**src/rtl/dut_vector_sequencer.sv**
```systemverilog
// Shares one combinational DUT between two stimulus requesters: round-robin grant,
// registered DUT drive, one settle cycle, then a held and tagged response.
module dut_vector_sequencer #(
   parameter int DW   = 96,
   parameter int TAGW = 4
) (
   input  logic            clk,
   input  logic            rst,
   input  logic            req0_valid,
   output logic            req0_ready,
   input  logic [DW-1:0]   req0_data,
   input  logic [TAGW-1:0] req0_tag,
   input  logic            req1_valid,
   output logic            req1_ready,
   input  logic [DW-1:0]   req1_data,
   input  logic [TAGW-1:0] req1_tag,
   output logic [DW-1:0]   in_data,
   input  logic [DW-1:0]   out_data,
   output logic            rsp_valid,
   input  logic            rsp_ready,
   output logic [DW-1:0]   rsp_data,
   output logic            rsp_src,
   output logic [TAGW-1:0] rsp_tag,
   output logic            busy,
   output logic [15:0]     issue_cnt
);

   typedef enum logic [1:0] {
      IDLE   = 2'd0,
      SETTLE = 2'd1,
      HOLD   = 2'd2
   } state_t;

   state_t          state_reg;
   logic            prio_reg;
   logic [DW-1:0]   in_data_reg;
   logic [DW-1:0]   rsp_data_reg;
   logic            rsp_valid_reg;
   logic            rsp_src_reg;
   logic [TAGW-1:0] rsp_tag_reg;
   logic [15:0]     issue_cnt_reg;

   logic            grant;
   logic            accept;
   logic [DW-1:0]   grant_data;
   logic [TAGW-1:0] grant_tag;

   // A lone requester wins outright; prio only breaks ties.
   always_comb begin
      grant = prio_reg;
      if (req0_valid && !req1_valid) begin
         grant = 1'b0;
      end else if (req1_valid && !req0_valid) begin
         grant = 1'b1;
      end
      accept     = (state_reg == IDLE) && (req0_valid || req1_valid) && !rst;
      grant_data = grant ? req1_data : req0_data;
      grant_tag  = grant ? req1_tag : req0_tag;
   end

   assign req0_ready = accept && !grant;
   assign req1_ready = accept && grant;

   always_ff @(posedge clk) begin
      if (rst) begin
         state_reg     <= IDLE;
         prio_reg      <= 1'b0;
         in_data_reg   <= '0;
         rsp_data_reg  <= '0;
         rsp_valid_reg <= 1'b0;
         rsp_src_reg   <= 1'b0;
         rsp_tag_reg   <= '0;
         issue_cnt_reg <= 16'd0;
      end else begin
         case (state_reg)
            IDLE: begin
               if (accept) begin
                  in_data_reg   <= grant_data;
                  rsp_src_reg   <= grant;
                  rsp_tag_reg   <= grant_tag;
                  prio_reg      <= ~grant;
                  issue_cnt_reg <= issue_cnt_reg + 16'd1;
                  state_reg     <= SETTLE;
               end
            end
            SETTLE: begin
               // in_data has been stable for a full cycle, so out_data is settled.
               rsp_data_reg  <= out_data;
               rsp_valid_reg <= 1'b1;
               state_reg     <= HOLD;
            end
            HOLD: begin
               if (rsp_ready) begin
                  rsp_valid_reg <= 1'b0;
                  state_reg     <= IDLE;
               end
            end
            default: begin
               state_reg <= IDLE;
            end
         endcase
      end
   end

   assign in_data   = in_data_reg;
   assign rsp_valid = rsp_valid_reg;
   assign rsp_data  = rsp_data_reg;
   assign rsp_src   = rsp_src_reg;
   assign rsp_tag   = rsp_tag_reg;
   assign busy      = (state_reg != IDLE);
   assign issue_cnt = issue_cnt_reg;

endmodule

```
**config.mk**
```make
export PLATFORM = sky130hd
export DESIGN_NAME = dut_vector_sequencer
export DESIGN_NICKNAME = d
export VERILOG_FILES = /design/src/rtl/dut_vector_sequencer.sv
export SDC_FILE = /design/constraint.sdc
export NUM_CORES = 1
export LEC_CHECK = 0
export ABC_AREA = 1
export BUFFER_PORTS_ARGS = -buffer_cell sky130_fd_sc_hd__clkbuf_2
export CORE_AREA = 3 3 199 201
export CTS_CLUSTER_SIZE = 24
export DETAILED_ROUTE_END_ITERATION = 8
export DIE_AREA = 0 0 202 204
export SLEW_MARGIN = 20
export SYNTH_ARGS = -nofsm -noshare
export SYNTH_HDL_FRONTEND = slang
export SYNTH_SLANG_ARGS = --single-unit
export TNS_END_PERCENT = 30
```
**constraint.sdc**
```tcl
create_clock -name clk -period 1.5 [get_ports clk]
set_clock_uncertainty 0.15 [all_clocks]
set_input_delay 0.15 -clock clk [delete_from_list [all_inputs] [get_ports clk]]
set_output_delay 0.15 -clock clk [all_outputs]
set_load 0.1 [all_outputs]
```
==> After elaboration in Yosys (flattened, before gate mapping) <==
Index checks and enable logic that the tools add are counted.
{ "op_classes": {"eq_ne": 4, "n_shift": 0, "add_sub_neg": 1, "muxes": 9, "mul": 0, "n_div": 0, "n_reduce_logical": 17, "bitwise_logic": 1, "order_cmp": 0} }
{ "op_table": {"columns": ["operator", "count"], "rows": [
  ["$mux 96", 1],
  ["$add 16x1->16 const B", 1],
  ["$logic_and 1x1->1", 6],
  ["$pmux 2 s3", 1],
  ["$reduce_and 2->1", 3],
  ["$logic_not 1->1", 4],
  ["$mux 2", 2],
  ["$mux 4", 1],
  ["$ne 2x2->1 const B", 2],
  ["$reduce_bool 2->1", 2],
  ["$mux 1", 3],
  ["$eq 2x1->1 const B", 1],
  ["$eq 2x2->1 const B", 1],
  ["$logic_not 2->1", 1],
  ["$pmux 1 s2", 1],
  ["$logic_or 1x1->1", 1],
  ["$not 1->1", 1]
]} }
{ "word_totals": {"latch_bits": 0, "ramBits": 0, "wordCells": 40, "inputBits": 301, "ff_bits": 217, "out_inout_bits": 217, "mem_bits_ro": 0, "n_memories": 0} }

==> Longest topological paths before layout <==
Gate-level depths: netlist (run 1).
{ "depth": {"ltp_word": 6, "ltp_mapped": 10} }

==> Worst setup path before layout (run 1) <==
No wires, ideal clock.
{ "synth_timing": {"path_type": "reg-to-reg", "from": "register issue_cnt_reg[1] (netlist: issue_cnt[1])", "to": "register issue_cnt_reg[8] (netlist: issue_cnt[8])", "stages_incl_launch_ff": 9, "path_slack_ns": -0.820, "arrival_time_ns": 2.054, "path_cell_list": "dfxtp_1 ha_1 nand2_1 nor2_1 nand2_1 nor2_2 nand2_1 o21ai_0 nor2_1"} }
{ "synth_via": {"elab_chain_len": 1} }
{ "synth_lines": {"columns": ["item", "line", "text"], "rows": [
  ["start, declared", "41", "logic [15:0] issue_cnt_reg;"],
  ["start signal, assigned", "82", "issue_cnt_reg <= issue_cnt_reg + 16'd1;"],
  ["$add 16x1->16", "82", null]
]} }
No other way between the ends.
A chain may end at the register's enable or synchronous reset.

==> Worst setup path after layout (run 1) <==
{ "layout_timing": {"from": "register state_reg[1]", "to": "output req1_ready"} }
{ "layout_via": {"elab_chain_len": 4} }
{ "layout_lines": {"columns": ["item", "line", "text"], "rows": [
  ["start, declared", "34", "state_t state_reg;"],
  ["start signal, assigned", "66", "state_reg <= IDLE;"],
  ["start signal, assigned", "83", "state_reg <= SETTLE;"],
  ["start signal, assigned", "90", "state_reg <= HOLD;"],
  ["$logic_not 2->1", "56", "accept = (state_reg == IDLE) && (req0_valid || req1_valid) && !rst;"],
  ["$logic_and 1x1->1 (2 in a row)", "56", null],
  ["$logic_and 1x1->1", "62", "assign req1_ready = accept && grant;"],
  ["end, declared", "14", "output logic req1_ready,"]
]} }
No other way between the ends.

==> results.txt, run 1 <==
The clock-pin slew on the worst setup and hold paths came out at 0.06 ns. Static timing analysis puts the maximum clock frequency at about 530 MHz. The wire length per cell after detailed routing is 20.2 µm. The number of nets with antenna violations after detailed routing is 0. The busiest layer in global routing is met2. The number of placed I/O pins is 518.

The checks that failed: negative setup slack. The tree is rooted in a clkbuf_16. The worst hold path stage count came out at 4. The wire length reported by the detailed router is ~54,000 µm. The post-place instance area is roughly 0.013 mm². Of the total power, the share spent switching nets is 0.408. Counting along the longest clock path gives a buffer depth of 3. The final-layout worst hold slack is about 0.056 ns.

The final design instance area without fill came out at between 0.015 and 0.02 mm². The path class of the tightest hold or removal check is input pin to flip-flop. The critical path starts at state_reg[1]. In the synthesized netlist, the number of instances is 1,282. The placed wire-length estimate came out at around 27,000 µm. The pre-antenna-repair detailed-routing pass consisted of 5 iterations. The startpoint identified for the worst hold timing path is rst.

The actual slew at the worst max-slew pin is slightly below 0.6 ns. The net count of the finished layout is around 2,500. The leakage power came out at around 9.2 nW.

The via count of the first global-routing pass came to 12,900. The worst-path maximum fanout is 4. Of the available clock period, the critical path in the final layout requires 1.25. The layout cell share with drive strength beyond 1 is 0.419. The minimum setup slack after placement came out at -0.176 ns. The core utilization of the finished layout is 0.527. The largest area contributor in the netlist is dfxtp_1.

The smallest setup slack after layout is -0.371 ns. The placeable core area came out at 0.0378 mm². At the worst endpoint, the arrival time is roughly 1.6 ns.

For this run, design rule violations remaining after detail routing come to 0. For this run the aggregate overflow at the end of global routing stands at 0. The count of maximum capacitance violations came out at 0. The number of different library cells in the post-synthesis netlist came out at 23. For this run, global-route usage on met3 was measured as 0.0699. The total number of clock tree sinks came out at ~220. The setup-violating endpoint count in the final report came out at around 120.

The clock reaches the later pin of the worst-skew pair after 0.53 ns. The number of levels in the clock H-tree came out at 1. The power consumption is 22.1 mW.

The power share of the combinational group came out at 0.416. Of the post-synthesis cell area, the dominant cell type holds 0.491. The setup slack of the most critical reg-to-reg path came out at -0.32 ns.

The share of synthesized area occupied by flip-flops and latches came out at 0.491. For this run, the number of Yosys warnings is 0. Data on the critical path is required at its endpoint by about 1.2 ns.

The wire length of the first global-routing pass came out at about 70,000 µm. Of the total power, the clock network draws 0.279. The initial antenna violation count is 2. The worst reg2reg path endpoint is in_data[61]. The library cell used most frequently in the layout, excluding fill and tap cells, is nand2_1. TritonCTS built the clock tree. The number of input and output port buffers inserted is approximately 520.

The CTS buffer count came out at 25. The kind of capture point of the worst setup path is an output pin. The normalized max-slew margin is 0.611. The congestion estimate from routability-driven global placement came to 0.932. The power per cell area is between 1000 and 1500 mW/mm².

Yosys attributes the largest share of cell area to dfxtp_1 49%, nand2_1 16%, nor2_1 9.6%. The post-synthesis area per instance came out at 6.90 µm². For this block, the initial DRC count from the detailed router was roughly 820. The sort of element at the start of the critical path is a flip-flop. The smallest clock period supported by the final layout is computed as 1.87 ns. The worst voltage drop across the vdd grid came out at between 0.001 and 0.0015 V.

The maximum number of pins on one net before global-route repair came out at about 70. The mapped netlist covers 0.00885 mm². The endpoint of the worst hold path is in_data[77]. The overall die area came out at a little over 0.04 mm². The die is between 200 and 250 µm tall. The final max-slew violation count is 0. Measured along the x axis, the die boundary spans 202 µm. The run finished, with violations left. The number of synthesized register bits came out at 217.

The starting utilization of the core area came out at 0.234. Using the TritonRoute via totals, the vias-per-cell ratio works out to slightly below 5. The sequential share of power is 0.306.

Cell internal power was estimated by the tool at 13.1 mW. The via total after detailed routing came out at about 13,000. The met2 routing resource usage after global routing came out at 0.383. The row count came out at 71. The met1 capacity usage during global routing is 0.220. The total nets after synthesis came out at approximately 1,600. The total count of hold-check failures in the final report came to 0. The area overhead of the layout relative to synthesis is 125%. In the layout the commonest cells are 316 x nand2_1, 299 x clkbuf_2, 297 x dlygate4sd3_1. The critical path in this run is classified as flip-flop to output pin. Setup repair after global routing could not meet its margin everywhere. The global-route usage over all layers came out at 0.217.

The net switching power is between 9 and 10 mW. In this run the critical register-to-register path is launched from state_reg[1]. The count of cells along the worst register-to-register path came out at 10.
-- power by group through the flow --
stage	Sequential [mW]	Clock, mW	Combinational, mW
detailed placement	6.70	0	6.76
global placement	6.67	0	6.73
global route	6.80	6.45	9.53
CTS	6.66	6.28	8.20
floorplan	10.2	0	1.40
finish	6.76	6.17	9.19
-- per-layer routing --
layer  wire length [µm]  vias to the layer above
met5                  0                        -
met1              18100                     5996
met2              26800                      893
met4               4140                        0
met3               5280                      261
li1                   -                     5788
-- through the flow --
stage                     setup TNS [ns]  instances
after detailed placement          -10.76       2281
final                             -23.49       2684
after global placement             -6.37       2281
after global routing              -33.76       2681
after floorplan                   -0.365       1282
after CTS                         -26.68       2651
-- worst max-delay path, cell delays in order (launching register included) --
cell and delay (ns):
dfxtp_2 0.33, nor2_4 0.13, nand3_4 0.12, nor2_4 0.14
buf_12 0.14, buf_16 0.17
-- kinds of logic after synthesis --
kind of cell / synth area share
AO/OA/AOI/OAI: 0.149
XOR/XNOR: 0.000990
adder cells (fa/ha/maj): 0.00141
buffers and inverters: 0.0810
flip-flops: 0.491
AND/OR/NAND/NOR: 0.277
-- final cells by class --
cell class	count	area [µm²]
Multi-Input combinational cell	900	4540
Tap cell	511	639
Antenna cell	5	12.5
Sequential cell	217	4430
Clock inverter	10	78.8
Fill cell	3077	17900
Clock buffer	36	738
Timing Repair Buffer	922	9090
Inverter	83	345
-- worst max path at each step --
stage / end / slack [ns] / cells after the start
2_1_floorplan: issue_cnt[10] / -0.1 / 8
3_3_place_gp: in_data[25] / -0.11 / 8
3_5_place_dp: in_data[51] / -0.18 / 7
4_1_cts: req0_ready / -0.44 / 7
5_1_grt: req0_ready / -0.45 / 5
6_report: req1_ready / -0.37 / 5
-- synthesized netlist by cell type, drive strengths merged --
cell	count
a211oi	2
a21oi	160
a22oi	1
buf	42
clkbuf	40
clkinv	1
dfxtp	217
ha	1
inv	82
nand2	382
nand3	10
nand4	8
nor2	230
nor3	6
o21ai	99
xnor2	1
-- what timing repair did --
item	4_1_cts	5_1_grt
hold buffers	297	0
pin swaps	7	75
gates cloned	10	14
setup buffers	17	19
setup endpoints to repair	306	200
resized for setup	311	390
endpoints found under the hold margin	198	0
(Power assumes the default switching activity.)
==> inputs of run 2 (changes only) <==
==> constraint.sdc (replaced) <==
create_clock -name clk -period 1.5 [get_ports clk]
set_clock_uncertainty 0.15 [all_clocks]
set_input_delay 0.075 -clock clk [delete_from_list [all_inputs] [get_ports clk]]
set_output_delay 0.075 -clock clk [all_outputs]
set_load 0.1 [all_outputs]
==> run 2 against run 1 <==
Effect of this change: via count down 5.5%; fmax shrank 0.64%; design area is 9.6% lower; first-iteration DRC count shrank 2.8%; critical endpoint unchanged; sequential share of layout area up 2.2 points; sequential power down 2%; largest cell class unchanged; sequential cell count unchanged; the run still ends with negative setup slack left.
==> results.txt, run 2 (synthesized netlist as in run 1, its figures left out) <==
The power per cell area came out at 1190 mW/mm². The area overhead of the layout relative to synthesis is 103%. The length of routed met2 wiring came out at 22,700 µm. The post-place instance area is 0.0125 mm². The number of levels in the clock H-tree came out at 1.

For hold timing, the worst endpoint is prio_reg. The total count of hold-check failures in the final report is 0. The number of DRC markers after the initial detailed-route iteration is around 800.

The wire length per cell after detailed routing came out at 17.6 µm. The number of inserted filler cells in the final layout came out at between 3,000 and 4,000. Dividing the detail-routed via count by the number of cells gives 4.59. Counting along the longest clock path gives a buffer depth of 3. The internal power component came out at 12.8 mW. The worst register-to-register path begins at state_reg[0]. The wire length of the first global-routing pass came out at about 68,000 µm. From bottom edge to top edge, the die measures 204 µm. The net switching power came out at roughly 8.6 mW. The row count is 71. The type of the worst min-delay path is input pin to flip-flop. The total number of clock tree sinks came out at 217. The final max-slew violation count is 0. Counting I/O delays and the setup requirement, the final critical path takes roughly 1.9 ns.

The via total after detailed routing is about 12,000. After detailed routing, the number of remaining DRC violations is 0. The setup TNS came out at -19.87 ns. The actual slew at the worst max-slew pin is 0.676 ns. The total congestion overflow is 0. The number of placed I/O pins is around 520. The setup-violating endpoint count in the final report came out at roughly 110. The startpoint identified for the worst hold timing path is req0_valid. Setup repair after global routing could not meet its margin everywhere. At the worst endpoint, the arrival time is 1.66 ns. Of the total power, registers draw 0.309. In the finished design, the share of the clock period the worst path needs comes to 1.26. The final reports fail on negative setup slack. The path type of the worst setup path is flip-flop to output pin. The maximum frequency from static timing analysis came out at between 500 and 600 MHz. The initial antenna violation count is 2.

The die covers just over 0.04 mm². The maximum number of pins on one net before global-route repair came out at approximately 110. Once placement completed, the tool counted placed cells totaling between 2,000 and 2,500. The placeable core area came out at ~0.038 mm². The net count of the finished layout is 2,433. The count of cells along the worst register-to-register path came out at 8.

The setup slack of the most critical reg-to-reg path is -0.29 ns. The most common cell after layout, fill and taps aside is nand2_1. The routability-driven placement congestion ratio came out at ~0.9. Summed over all nets, wire length on met3 after detailed routing comes to about 4300 µm. The via count of the first global-routing pass is 12,500. The CTS buffer count is 26. The smallest setup slack after layout is -0.383 ns. The worst setup path is captured at an output pin. The die outline width is 202 µm. The tree is rooted in a clkbuf_16.

The later-pin clock latency in the skew report came out at roughly 0.55 ns. In this run the critical register-to-register path is captured at in_data[61]. The worst-path maximum fanout came out at 3. The worst hold path stage count came out at 5. In the global route stage, overall resource usage came out at 0.209. The worst voltage drop across the vdd grid came out at about 0.0011 V. The number of input and output port buffers inserted is 517. The first-pass iteration count of the detailed router is 8. The number of nets with antenna violations after detailed routing is 0. The source of the critical timing path is state_reg[0]. The layout cell share with drive strength beyond 1 is 0.352. TritonCTS built the clock tree.

For this configuration, the core starts out at a cell density of 0.234. The library cells used most frequently in the layout, excluding fill and tap cells, are 349 x nand2_1, 299 x clkbuf_2, 298 x dlygate4sd3_1. The clock-pin slew on the worst setup and hold paths is roughly 0.06 ns. The tool flagged a number of max-cap violations equal to 0. The normalized max-slew margin came out at 0.549. Summed over all nets, the half-perimeter wirelength after detailed placement is about 27,000 µm. Of the total power, the share spent switching nets is 0.401. After the flow finishes, the layout carries non-filler instances totaling approximately 2,700. The data required time at the worst endpoint is 1.27 ns. The leakage power came out at 8.58 nW. The sort of element at the start of the critical path is a flip-flop.

The clock group share of total power came out at 0.311. The power share of the combinational group came out at 0.381. The wire length reported by the detailed router is ~47,000 µm. The final design instance area without fill is approximately 0.018 mm². The flow ran to the end, but the final reports show violations.

The highest metal layer with signal wires is met4. The power consumption is ~21 mW. The post-route met1 wirelength is ~17,000 µm.
[run 2: cell count changes in the layout (fill, tap and decap cells not counted), sizes merged]
cell and change:
clkinv -2, clkbuf +82, inv +1, diode -1
buf -104, bufinv +2, bufbuf +2, dlygate4sd3 +1
[run 2: worst max-delay path by stage]
stage	endpoint	slack, ns	cells past startpoint
final	req1_ready	-0.38	6
after global routing	req0_ready	-0.46	6
after CTS	req1_ready	-0.41	6
after detailed placement	in_data[26]	-0.17	7
after global placement	in_data[53]	-0.13	7
after floorplan	issue_cnt[10]	-0.1	8
[run 2: area by class of cell]
| type | count | area (µm²) | share of cell area |
|---|---|---|---|
| sequential | 217 | 4400 | 0.245 |
| clock inverter | 11 | 150 | 0.00836 |
| clock buffer | 36 | 758 | 0.0422 |
| multi-input combinational | 900 | 4110 | 0.229 |
| antenna | 4 | 10.0 | 0.000557 |
| timing repair buffer | 903 | 7560 | 0.421 |
| inverter | 83 | 345 | 0.0192 |
| tap | 511 | 639 | 0.0356 |
[run 2: what timing repair did]
action / CTS / global route
setup buffers: 13 / 3
endpoints found under the setup margin: 296 / 228
resized for setup: 253 / 131
endpoints found under the hold margin: 200 / 0
hold buffers: 298 / 0
cloned: 9 / 11
pin swaps: 9 / 15
[run 2: critical path, cell delays in order (launching register included)]
cell,delay (ns)
dfxtp_2,0.33
nor2_4,0.13
nand3_4,0.09
buf_12,0.14
nor2_4,0.13
buf_12,0.14
buf_12,0.17
[run 2: power by group through the flow]
stage | sequential, mW | combinational (mW) | clock, mW
floorplan | 10.2 | 1.40 | 0
global placement | 6.67 | 6.52 | 0
detailed placement | 6.69 | 6.56 | 0
CTS | 6.58 | 7.76 | 6.81
global route | 6.65 | 8.48 | 7.02
finish | 6.60 | 8.14 | 6.64
[run 2: through the flow]
stage | setup slack [ns] | utilization | hold WS [ns]
floorplan | -0.0997 | - | 0.0197
global placement | -0.135 | 0.331 | 0.125
detailed placement | -0.166 | 0.331 | 0.139
CTS | -0.415 | 0.462 | 0.0445
global route | -0.464 | 0.476 | 0.103
finish | -0.383 | 0.476 | 0.0459
[run 2: metal layers]
| metal | GRT usage | vias to the layer above |
|---|---|---|
| met4 | 0.122 | 0 |
| li1 | - | 5747 |
| met2 | 0.373 | 713 |
| met1 | 0.216 | 5586 |
| met5 | 0 | - |
| met3 | 0.0656 | 184 |
==> inputs of run 3 (changes only) <==
--- a/config.mk
+++ b/config.mk
@@ -7,10 +7,10 @@
 export LEC_CHECK = 0
 export ABC_AREA = 1
 export BUFFER_PORTS_ARGS = -buffer_cell sky130_fd_sc_hd__clkbuf_2
-export CORE_AREA = 3 3 199 201
+export CORE_AREA = 2 2 203 205
 export CTS_CLUSTER_SIZE = 24
 export DETAILED_ROUTE_END_ITERATION = 8
-export DIE_AREA = 0 0 202 204
+export DIE_AREA = 0 0 205 207
 export SLEW_MARGIN = 20
 export SYNTH_ARGS = -nofsm -noshare
 export SYNTH_HDL_FRONTEND = slang
==> run 3 against run 2 <==
Effect of this change: the flow still finishes with violations (negative setup slack); combinational power up 0.7%; non-clock buffer count down 6; sequential share of layout area shrank 0.16 points; via count increased by 0.66%; die area is 3.0% higher; final cell count is 0.41% higher; critical path type unchanged; sequential cell count is the same; register-to-register slack barely moved; worst setup slack worse by 0.0038 ns; wire length increased by 0.19%; power barely moved.
==> results.txt, run 3 (synthesized netlist as in run 1, its figures left out) <==
The flow ran to the end, but the final reports show violations. The checks that failed: negative setup slack. Counting the buffers created by CTS gives 26. The final max-slew violation count is 0. The number of DRC markers after the initial detailed-route iteration is 854. The total number of clock tree sinks is about 220.

Setup repair after global routing could not meet its margin everywhere. The design draws 21.4 mW. After detailed routing, the number of vias per cell comes to between 4 and 5. The starting utilization of the core area came out at 0.219.

Of the total power, registers draw 0.308. The most common cell after layout, fill and taps aside is nand2_1. The die covers roughly 0.042 mm². Across the run, the number of max-cap violations was 0. The region available for standard cell placement spans 0.0404 mm². The data required time at the worst endpoint is 1.27 ns.

The number of input and output port buffers inserted is around 520. The net switching power is around 8.6 mW. Dividing the detail-routed wire length by the instance count gives 17.5 µm. The CTS tree is done. The wire length reported by the detailed router came out at between 40,000 and 50,000 µm. The number of nets with antenna violations after detailed routing is 0. STA classifies the critical path startpoint as a flip-flop. The setup-violating endpoint count in the final report is between 100 and 150. The worst hold path stage count came out at 7.

The clock group share of total power came out at 0.309. The worst-path maximum fanout came out at 4. The via count of the first global-routing pass came out at roughly 13,000. The routability-driven placement congestion ratio is ~0.85.

Once routing completed, OpenROAD measured the worst setup slack at -0.387 ns. On the critical path the largest part of the delay comes from simple AND/OR/NAND/NOR gates. STA classifies the critical path endpoint as an output pin. For this design the static power due to leakage is 8.58 nW.

The minimum clock period is roughly 1.9 ns. The total count of hold-check failures in the final report came out at 0. After clock tree synthesis, the clock-pin slew on the worst setup and hold paths is roughly 0.060 ns.

The core utilization of the finished layout came out at 0.448. During I/O placement, the number of pins put on the boundary was slightly above 500. In the routed design, unresolved DRC markers number 0. The clock root buffer is clkbuf_16. The first-pass iteration count of the detailed router is 5. The endpoint identified for the worst register-to-register timing path is in_data[62]. The library cells used most frequently in the layout, excluding fill and tap cells, are 327 x nand2_1, 299 x dlygate4sd3_1, 299 x clkbuf_2.

The row count came out at 74. Of the available clock period, the critical path in the final layout requires 1.26. The placed wire-length estimate came out at 26,000 µm. The count of buffering cells on the critical path with inverters included came out at 3. After the last flow step, the layout net total stands at roughly 2,400. The slowest stage of the critical path belongs to the cell dfxtp_2. The signal on the critical path passes through nor2_4 -> nand3_4 -> nor2_4 -> buf_6 -> buf_12 -> buf_12. VDD sags by at most between 0.0009 and 0.001 V. The height of the die came out at slightly above 200 µm. The die outline width came out at between 200 and 250 µm.

Of the total power, combinational logic draws 0.383. The area overhead of the layout relative to synthesis came out at 104%. The worst stage delay on the critical path is about 0.33 ns. The arrival time reported for the critical path endpoint is ~1.7 ns.

The global-route usage over all layers is 0.209. Of the total power, the share spent switching nets is 0.401. Including well taps, the total number of placed cells is ~2,300. The maximum frequency from static timing analysis is roughly 530 MHz. The path type of the worst setup path is flip-flop to output pin.

The min-delay analysis places its worst path in the category input pin to flip-flop. Global routing finished with a remaining overflow of 0. The number of levels in the clock H-tree came out at 1. The startpoint identified for the worst register-to-register timing path is prio_reg. The normalized max-slew margin is 0.624.

The wire length of the first global-routing pass is between 60,000 and 70,000 µm. Counting cells, the worst reg-to-reg path comes to 10. The via total after detailed routing is 12,300. The setup check on the worst reg-to-reg path leaves a slack of -0.28 ns. The worst hold path terminates at rsp_src.

The number of inserted filler cells in the final layout came out at ~3,600. The internal power component came out at ~13 mW. The power per cell area is between 1000 and 1500 mW/mm². The initial antenna violation count is 1.

The launch instance of the worst min-delay path is req0_valid. The later-pin clock latency in the skew report came out at around 0.54 ns. The number of buffers on the longest clock path came out at 3. At the pin with the least slew margin, the transition time is 0.564 ns. Entering global routing, the biggest net connects 67 pins.

In the final layout, the share of cells above drive strength 1 is 0.369. Excluding fillers, the count of instances in the completed layout stands at about 2,700.
[run 3: final cells by class]
type	instances	area [µm²]	area share
Antenna cell	1	2.50	0.000138
Clock buffer	38	777	0.0429
Clock inverter	8	119	0.00657
Inverter	83	329	0.0182
Multi-Input combinational cell	900	4370	0.242
Sequential cell	217	4400	0.243
Tap cell	532	666	0.0368
Timing Repair Buffer	897	7430	0.411
[run 3: what timing repair did]
item                                    4_1_cts  5_1_grt
hold buffers                                299        0
cloned                                       16        1
endpoints found under the setup margin      361      212
setup buffers                                24        5
hold endpoints to repair                    208        0
gates resized for setup                     312      104
pin swaps                                    11       35
[run 3: power groups by stage]
stage / sequential [mW] / clock [mW] / combinational, mW
global placement: 6.65 / 0 / 6.45
finish: 6.58 / 6.61 / 8.20
global route: 6.63 / 7.05 / 8.56
floorplan: 10.2 / 0 / 1.40
CTS: 6.56 / 6.79 / 7.97
detailed placement: 6.68 / 0 / 6.50
[run 3: stage by stage]
step                TNS (ns)  hold WS (ns)  cell area, µm²  worst slack (ns)
floorplan             -0.365        0.0197            8940           -0.0997
global placement       -6.38         0.141           12500            -0.111
detailed placement    -12.05         0.142           12500            -0.204
CTS                   -16.94        0.0801           17800            -0.421
global route          -24.29         0.164           18100            -0.458
finish                -13.05        0.0652           18100            -0.387
[run 3: worst max-delay path by stage]
stage                 start            end  slack, ns  cells past startpoint
5_1_grt            prio_reg     req0_ready      -0.46                      8
6_report       state_reg[0]     req0_ready      -0.39                      6
3_5_place_dp   state_reg[1]    in_data[80]      -0.20                      6
4_1_cts            prio_reg     req0_ready      -0.42                      8
2_1_floorplan  issue_cnt[1]  issue_cnt[10]       -0.1                      8
3_3_place_gp   state_reg[1]    in_data[17]      -0.11                      6
[run 3: worst reg2reg max path: stages (launching register included)]
cell	delay, ns
dfxtp_2	0.34
nand2_2	0.05
nand2_2	0.08
nand2_4	0.07
buf_6	0.12
nor2_4	0.14
buf_6	0.12
buf_12	0.17
buf_16	0.19
a21oi_1	0.09
a21oi_1	0.17
[run 3: routing by layer]
metal,GRT usage,wire (µm),up-vias
li1,-,-,5725
met1,0.207,16000,5680
met2,0.373,22800,699
met3,0.0642,4540,207
met4,0.142,3570,0
met5,0,0,-
